### config.mk
export PLATFORM = sky130hd
export DESIGN_NAME = multicycle_control_unit_flat
export DESIGN_NICKNAME = d
export VERILOG_FILES = /design/src/rtl/multicycle_control_unit_if.sv /design/src/rtl/multicycle_control_unit.sv /design/src/flat_wrapper.sv
export SDC_FILE = /design/constraint.sdc
export NUM_CORES = 1
export LEC_CHECK = 0
export ABC_AREA = 1
export CORE_MARGIN = 2
export CORE_UTILIZATION = 32
export DETAILED_ROUTE_END_ITERATION = 8
export GPL_ROUTABILITY_DRIVEN = 0
export PLACE_DENSITY = 0.78
export SLEW_MARGIN = 20
export SYNTH_ARGS = -nofsm -noshare
export SYNTH_HDL_FRONTEND = slang
export SYNTH_SLANG_ARGS = --single-unit
### constraint.sdc
create_clock -name clk -period 1.2 [get_ports clk]
set_input_delay 0.36 -clock clk [delete_from_list [all_inputs] [get_ports clk]]
set_output_delay 0.36 -clock clk [all_outputs]
set_load 0.02 [all_outputs]
### src/rtl/multicycle_control_unit_if.sv
// multicycle_control_unit_if: IR fields and ALU flags toward the controller, datapath controls back (mem_ready only with MEM_WAIT_EN)
interface multicycle_control_unit_if #(
  parameter int ALUCTRL_W = 3,
  parameter int IMMSRC_W  = 3
);
  logic [6:0]           op;
  logic [2:0]           funct3;
  logic                 funct7b5;
  logic                 zero;
  logic                 lt;
`ifdef MEM_WAIT_EN
  logic                 mem_ready;
`endif
  logic                 PCWrite;
  logic                 AdrSrc;
  logic                 MemWrite;
  logic                 IRWrite;
  logic [1:0]           ResultSrc;
  logic [1:0]           ALUSrcA;
  logic [1:0]           ALUSrcB;
  logic                 RegWrite;
  logic [IMMSRC_W-1:0]  ImmSrc;
  logic [ALUCTRL_W-1:0] ALUControl;
  logic                 illegal_instr;
`ifdef MEM_WAIT_EN
  modport master (
    input  op, funct3, funct7b5, zero, lt, mem_ready,
    output PCWrite, AdrSrc, MemWrite, IRWrite, ResultSrc, ALUSrcA, ALUSrcB,
           RegWrite, ImmSrc, ALUControl, illegal_instr
  );
  modport slave (
    output op, funct3, funct7b5, zero, lt, mem_ready,
    input  PCWrite, AdrSrc, MemWrite, IRWrite, ResultSrc, ALUSrcA, ALUSrcB,
           RegWrite, ImmSrc, ALUControl, illegal_instr
  );
`else
  modport master (
    input  op, funct3, funct7b5, zero, lt,
    output PCWrite, AdrSrc, MemWrite, IRWrite, ResultSrc, ALUSrcA, ALUSrcB,
           RegWrite, ImmSrc, ALUControl, illegal_instr
  );
  modport slave (
    output op, funct3, funct7b5, zero, lt,
    input  PCWrite, AdrSrc, MemWrite, IRWrite, ResultSrc, ALUSrcA, ALUSrcB,
           RegWrite, ImmSrc, ALUControl, illegal_instr
  );
`endif
endinterface

### src/rtl/multicycle_control_unit.sv
// multicycle_control_unit: FSM controller for the multicycle RV32I datapath; MEM_WAIT_EN adds mem_ready wait states
module multicycle_control_unit #(
  parameter int ALUCTRL_W = 3,
  parameter int IMMSRC_W  = 3
) (
  input  logic                   clk,
  input  logic                   rst_n,
  multicycle_control_unit_if.master bus
);
  typedef enum logic [3:0] {
    FETCH, DECODE, MEMADR, MEMREAD, MEMWB, MEMWRITE,
    EXECUTER, EXECUTEI, ALUWB, BRANCH, JAL
  } state_t;
  typedef enum logic [1:0] {OP_ADD, OP_SUB, OP_FUNC} alu_op_t;
  state_t  state, next;
  alu_op_t alu_op;
  logic    ready, taken;
  logic [2:0] alu_func, alu3, imm3;
`ifdef MEM_WAIT_EN
  assign ready = bus.mem_ready;
`else
  assign ready = 1'b1;
`endif
  // state register; reset aborts any instruction and returns to FETCH
  always_ff @(posedge clk or negedge rst_n)
    if (!rst_n) state <= FETCH;
    else        state <= next;
  // branch condition from funct3; unsupported encodings simply fall through
  always_comb begin
    taken = 1'b0;
    case (bus.funct3)
      3'b000:  taken = bus.zero;
      3'b001:  taken = !bus.zero;
      3'b100:  taken = bus.lt;
      3'b101:  taken = !bus.lt;
      default: taken = 1'b0;
    endcase
  end
  // ALU function decode from IR fields, then selection by ALUOp
  always_comb begin
    alu_func = bus.funct3 == 3'b000 ? {2'b00, bus.op[5] & bus.funct7b5} :
               bus.funct3 == 3'b010 ? 3'b101 :
               bus.funct3 == 3'b110 ? 3'b011 :
               bus.funct3 == 3'b111 ? 3'b010 : 3'b000;
    alu3 = alu_op == OP_SUB ? 3'b001 : alu_op == OP_FUNC ? alu_func : 3'b000;
    imm3 = bus.op == 7'b0100011 ? 3'b001 :
           bus.op == 7'b1100011 ? 3'b010 :
           bus.op == 7'b1101111 ? 3'b011 : 3'b000;
    bus.ALUControl = ALUCTRL_W'(alu3);
    bus.ImmSrc     = IMMSRC_W'(imm3);
  end
  // next state and per-state datapath controls
  always_comb begin
    next              = state;
    alu_op            = OP_ADD;
    bus.PCWrite       = 1'b0;
    bus.AdrSrc        = 1'b0;
    bus.MemWrite      = 1'b0;
    bus.IRWrite       = 1'b0;
    bus.ResultSrc     = 2'b00;
    bus.ALUSrcA       = 2'b00;
    bus.ALUSrcB       = 2'b00;
    bus.RegWrite      = 1'b0;
    bus.illegal_instr = 1'b0;
    case (state)
      FETCH: begin
        bus.IRWrite   = ready;
        bus.PCWrite   = ready;
        bus.ALUSrcB   = 2'b10;
        bus.ResultSrc = 2'b10;
        next          = ready ? DECODE : FETCH;
      end
      DECODE: begin
        bus.ALUSrcA = 2'b01;
        bus.ALUSrcB = 2'b01;
        case (bus.op)
          7'b0000011, 7'b0100011: next = MEMADR;
          7'b0110011:             next = EXECUTER;
          7'b0010011:             next = EXECUTEI;
          7'b1100011:             next = BRANCH;
          7'b1101111:             next = JAL;
          default: begin
            next              = FETCH;
            bus.illegal_instr = 1'b1;
          end
        endcase
      end
      MEMADR: begin
        bus.ALUSrcA = 2'b10;
        bus.ALUSrcB = 2'b01;
        next        = bus.op[5] ? MEMWRITE : MEMREAD;
      end
      MEMREAD: begin
        bus.AdrSrc = 1'b1;
        next       = ready ? MEMWB : MEMREAD;
      end
      MEMWB: begin
        bus.ResultSrc = 2'b01;
        bus.RegWrite  = 1'b1;
        next          = FETCH;
      end
      MEMWRITE: begin
        bus.AdrSrc   = 1'b1;
        bus.MemWrite = ready;
        next         = ready ? FETCH : MEMWRITE;
      end
      EXECUTER: begin
        bus.ALUSrcA = 2'b10;
        alu_op      = OP_FUNC;
        next        = ALUWB;
      end
      EXECUTEI: begin
        bus.ALUSrcA = 2'b10;
        bus.ALUSrcB = 2'b01;
        alu_op      = OP_FUNC;
        next        = ALUWB;
      end
      ALUWB: begin
        bus.RegWrite = 1'b1;
        next         = FETCH;
      end
      BRANCH: begin
        bus.ALUSrcA = 2'b10;
        alu_op      = OP_SUB;
        bus.PCWrite = taken;
        next        = FETCH;
      end
      JAL: begin
        bus.ALUSrcA = 2'b01;
        bus.ALUSrcB = 2'b10;
        bus.PCWrite = 1'b1;
        next        = ALUWB;
      end
      default: next = FETCH;
    endcase
  end
endmodule

### src/flat_wrapper.sv
// flat-port wrapper written by rule: the top's interface ports become plain ports
module multicycle_control_unit_flat 
#(
  parameter int ALUCTRL_W = 3,
  parameter int IMMSRC_W  = 3
)
  (clk, rst_n, bus_op, bus_funct3, bus_funct7b5, bus_zero, bus_lt, bus_PCWrite, bus_AdrSrc, bus_MemWrite, bus_IRWrite, bus_ResultSrc, bus_ALUSrcA, bus_ALUSrcB, bus_RegWrite, bus_ImmSrc, bus_ALUControl, bus_illegal_instr);
  multicycle_control_unit_if #(.ALUCTRL_W(ALUCTRL_W), .IMMSRC_W(IMMSRC_W)) bus_i ();
  input  logic clk;
  input  logic rst_n;
  input wire logic [$bits(bus_i.op)-1:0] bus_op;
  input wire logic [$bits(bus_i.funct3)-1:0] bus_funct3;
  input wire logic [$bits(bus_i.funct7b5)-1:0] bus_funct7b5;
  input wire logic [$bits(bus_i.zero)-1:0] bus_zero;
  input wire logic [$bits(bus_i.lt)-1:0] bus_lt;
  output wire logic [$bits(bus_i.PCWrite)-1:0] bus_PCWrite;
  output wire logic [$bits(bus_i.AdrSrc)-1:0] bus_AdrSrc;
  output wire logic [$bits(bus_i.MemWrite)-1:0] bus_MemWrite;
  output wire logic [$bits(bus_i.IRWrite)-1:0] bus_IRWrite;
  output wire logic [$bits(bus_i.ResultSrc)-1:0] bus_ResultSrc;
  output wire logic [$bits(bus_i.ALUSrcA)-1:0] bus_ALUSrcA;
  output wire logic [$bits(bus_i.ALUSrcB)-1:0] bus_ALUSrcB;
  output wire logic [$bits(bus_i.RegWrite)-1:0] bus_RegWrite;
  output wire logic [$bits(bus_i.ImmSrc)-1:0] bus_ImmSrc;
  output wire logic [$bits(bus_i.ALUControl)-1:0] bus_ALUControl;
  output wire logic [$bits(bus_i.illegal_instr)-1:0] bus_illegal_instr;
  assign bus_i.op = bus_op;
  assign bus_i.funct3 = bus_funct3;
  assign bus_i.funct7b5 = bus_funct7b5;
  assign bus_i.zero = bus_zero;
  assign bus_i.lt = bus_lt;
  assign bus_PCWrite = bus_i.PCWrite;
  assign bus_AdrSrc = bus_i.AdrSrc;
  assign bus_MemWrite = bus_i.MemWrite;
  assign bus_IRWrite = bus_i.IRWrite;
  assign bus_ResultSrc = bus_i.ResultSrc;
  assign bus_ALUSrcA = bus_i.ALUSrcA;
  assign bus_ALUSrcB = bus_i.ALUSrcB;
  assign bus_RegWrite = bus_i.RegWrite;
  assign bus_ImmSrc = bus_i.ImmSrc;
  assign bus_ALUControl = bus_i.ALUControl;
  assign bus_illegal_instr = bus_i.illegal_instr;
  multicycle_control_unit #(.ALUCTRL_W(ALUCTRL_W), .IMMSRC_W(IMMSRC_W)) u_core (.clk(clk), .rst_n(rst_n), .bus(bus_i));
endmodule
; Yosys cells after proc, flatten, opt, wreduce, memory -nomap -nowiden
; Index checks and enable logic that the tools add are counted.
; W data, S select, Z words.
[word_totals]
ff_bits = 4
input_bits = 15
[op_classes]
eq_ne = 24
n_mux = 24
bitwise_logic = 1
reduce_logical = 14
[ops]
columns = cell, n
row1 = $pmux W4 S5, 2
row2 = $mux W3, 8
row3 = $eq A4 B3 Y1 const B, 4
row4 = $pmux W2 S2, 4
row5 = $eq A7 B6 Y1 const B, 2
row6 = $eq A7 B7 Y1 const B, 2
row7 = $eq A3 B3 Y1 const B, 4
row8 = $eq A4 B4 Y1 const B, 3
row9 = $reduce_or A2 Y1, 6
row10 = $eq A4 B2 Y1 const B, 2
row11 = $eq A7 B2 Y1 const B, 1
row12 = $eq A7 B5 Y1 const B, 1
row13 = $mux W1, 6
row14 = $reduce_or A3 Y1, 2
row15 = $reduce_or A6 Y1, 1
row16 = $eq A4 B1 Y1 const B, 1
row17 = $logic_not A4 Y1, 1
row18 = $mux W2, 2
row19 = $pmux W1 S4, 1
row20 = $reduce_or A4 Y1, 1
row21 = $eq A3 B1 Y1 const B, 1
row22 = $eq A3 B2 Y1 const B, 1
row23 = $logic_not A3 Y1, 1
row24 = $eq A2 B1 Y1 const B, 1
row25 = other kinds (4), 5

; Logic depth before layout (Yosys ltp)
[logic_depth]
ltp_word = 7
ltp_mapped = 7
mapped_depth_nobuf = 7

; Worst setup path before layout
; Ideal clock, no wire load.
[synth_timing]
path_kind = reg2out
startpoint = register u_core.state[1]
endpoint = output bus_PCWrite
arrival_ns = 1.142
required_time_ns = 0.840
path_slack_ns = -0.302
stages_incl_launch_ff = 6
n_path_buf = 0
cell_sequence = dfrtp_1 inv_2 nand2_2 nor2_2 nor2_2 nand2_1
[synth_between]
elab_chain_cells = 3
[synth_lines]
columns = item, line_no
row1 = start: declaration, multicycle_control_unit.sv:15  ; state_t state, next;
row2 = start signal: assignment, multicycle_control_unit.sv:27  ; else state <= next;
row3 = $eq A4 B4 Y1 or $logic_not A4 Y1 (tied branches), multicycle_control_unit.sv:65  ; case (state)
row4 = $reduce_or A2 Y1 (no source line), -
row5 = $pmux W1 S2 (*), multicycle_control_unit.sv:65
row6 = end: declaration, flat_wrapper.sv:16  ; output wire logic [$bits(bus_i.PCWrite)-1:0] bus_PCWrite;
; Mark *: on every way between the ends. The rest lies on a longest branch, timed or not.

; Worst setup path in the final report
[layout_timing]
startpoint = register u_core.state[2]
endpoint = output bus_ALUSrcB[0]
[layout_between]
elab_chain_cells = 3
[layout_lines]
columns = item, line_no
row1 = $eq A4 B2 Y1 (tied with other cells), multicycle_control_unit.sv:65
row2 = $reduce_or A3 Y1 (no source line) or $reduce_or A2 Y1 (tied branches), -
row3 = $pmux W2 S2 (*), multicycle_control_unit.sv:65
row4 = end: declaration, flat_wrapper.sv:22  ; output wire logic [$bits(bus_i.ALUSrcB)-1:0] bus_ALUSrcB;
; Marks and branches as above.

==> out/results.ini <==
[layout]
drive_gt1_share_pct = 72.4
regMostFlops = u_core.state
seq_area_sq_um = 101
top_regs = u_core.state: 4 flops
layout_commonest_cell = buf_4
largest_register_ffs = 4
areaGrowthSynthToFinish_pct = 143
final-instance-count-excl-fill = 168
finalInstanceArea_sq_um = 1280
fillers = 98
nets = 169
multi_input_area_sq_um = 524
n_antenna_cell = 0
layout_common_cells = buf_4 (28), buf_6 (23), nand2_1 (17)

[pwr]
seqPwrFrac_pct = 11.5
ir_drop_uv = 874
power.leakage_uw = 0.000661
combPwrFrac_pct = 78.3
p_sw_share_pct = 46.9
power.density_nw_per_um2 = 1300
pwr-share-clk_pct = 10.2
p_sw_uw = 784
intPower_uw = 889

[routing]
drc = 0
firstDrtPassIters = 4
ant_nets = 0
via_per_inst = 4.83
routed_wl_um = 2240
post_drt_wl_per_cell_um = 13.4
first_iter_violations = 9
vias = 811

[global_routing]
grt_pass1_wl_um = 3050
antenna_found_initial = 0
grt_use_total_pct = 21.2
grt_pass1_vias = 768
grt_max_degree = 6
gr-total-overflow = 0

[sta]
setup_viol = 17
fmax_ghz = 0.578
worst_slack_ps = -530
min_period_ps = 1730
rsz0062_at_grt = true
period_share_pct = 144
fin_skew_ps = 7.34
finalMaxSlewViolations = 0
hold_viol_final = 0

[clock_network]
cts_made_buffers = 3
cts_root_buffer = clkbuf_4
cts_tree = done
clock-sinks = 4
ctsHoldBuffers = 0
htree_levels = 1
cts.path.max_buffers = 2
clock_latency_ps = 240
clk_pin_slew_ps = 40

[synthesis]
syn_nets = 105
synth_edf_count = 0
synth_cell_types = 22
ys.flop_type = dfrtp_1
synthCells = 90
yosysWarningCount = 0
syn_area_sq_um = 528
async_flop_share_pct = 100
synth_top_area_share_pct = 19.2
yosysSeqAreaShare_pct = 19.0
synth_top_area_cell = nand2_1
yosys_register_bits = 4
synth_area_leaders = nand2_1 (19%), dfrtp_1 (19%), nor2_1 (7.8%)
syn_avg_cell_area_sq_um = 5.87

[critical_path]
critPathLaunchType = flip-flop
setup.worst_path.class = reg -> out
required_ps = 840
reg2regPathDepth = 8
endpoint_kind = primary output
critPathArrivalTime_ps = 1370
cp_max_fo = 4

[status]
violations = negative setup slack
status = finished with violations

[die]
ios = 33
die_h_um = 44.6
dieArea_sq_um = 1990
initial_core_util_pct = 34.6
core-area_sq_um = 1520
rows = 14
dieWidth_um = 44.6

[place]
dp_cells = 154
dpl_cell_area_sq_um = 1050
dpl.hpwl_um = 1400
io_buffer_count = 31

[flow_run]
maxCapViolCount = 0

[hold_path]
hold_path.class = in -> async

[cells by family (layout without fill, tap and decap cells)]
kind of cell | count (synthesis) | in the layout | share of synthesized area, %
buf+inv | 15 | 77 | 11.4
simple gates | 62 | 62 | 59.5
flops | 4 | 4 | 19.0
other cells | 1 | 1 | 0.710
compound gates | 8 | 8 | 9.48
[final timing paths]
kind	start	end	slack, ps
worst max-delay path	u_core.state[2]$_DFF_PN0_	bus_ALUSrcB[0]	-530
worst min-delay path	rst_n	u_core.state[1]$_DFF_PN0_	320
worst max register to register	u_core.state[3]$_DFF_PN0_	u_core.state[3]$_DFF_PN0_	10
worst min register to register	u_core.state[0]$_DFF_PN0_	u_core.state[2]$_DFF_PN0_	650
max in group asynchronous	rst_n	u_core.state[2]$_DFF_PN0_	710
min in group clk	bus_op[4]	u_core.state[2]$_DFF_PN0_	490
[what timing repair did]
| item | CTS | global route |
|---|---|---|
| resized for setup | 157 | 20 |
| pin swaps | 21 | 13 |
| setup buffers | 8 | 5 |
| endpoints found under the setup margin | 20 | 21 |
[critical path, stage by stage, from the launching register on]
cell	delay [ps]
dfrtp_2	440
nor2_4	180
inv_4	70
nor2_4	120
inv_2	60
o211ai_1	80
buf_4	170
[area by class of cell]
class | count | share of cell area, %
sequential | 4 | 7.89
clock buffer | 3 | 1.75
tap | 16 | 1.56
timing repair buffer | 60 | 43.1
multi-input combinational | 71 | 40.8
inverter | 14 | 4.87
[metal layers]
layer  GRT usage (%)  wire length (um)
met4            7.88                23
met2            43.5              1290
met1            19.0               797
met5               0                 0
met3            5.31               136
[power groups by stage]
stage          sequential [uW]  clock (uW)  combinational [uW]
3_5_place_dp               182           0                1100
3_3_place_gp               183           0                1080
2_1_floorplan              190           0                 563
5_1_grt                    195         182                1380
4_1_cts                    181         164                1230
6_report                   193         171                1310
[synth_stat cells (2+ instances only)]
cell and count:
nand2_1 27, inv_2 4, nand3_1 6, dfrtp_1 4
o21ai_0 2, nor2_1 11, a21oi_1 2, inv_1 10
nor2_2 5, nor2_4 3, o211ai_1 2, nand2_2 4
[stage by stage]
step                      utilization, %  total power (uW)  setup slack [ps]  hold WS (ps)  TNS, ps
after detailed placement            69.2              1290             -1140           569   -14950
after global routing                84.3              1760              -568           324    -7870
after CTS                           78.0              1580              -469           328    -6440
final                               84.3              1670              -530           317    -7000
after global placement              69.2              1270             -1070           561   -14470
after floorplan                        -               753              -210          64.4    -1920
Note: power is estimated with default switching activity, not from simulation.
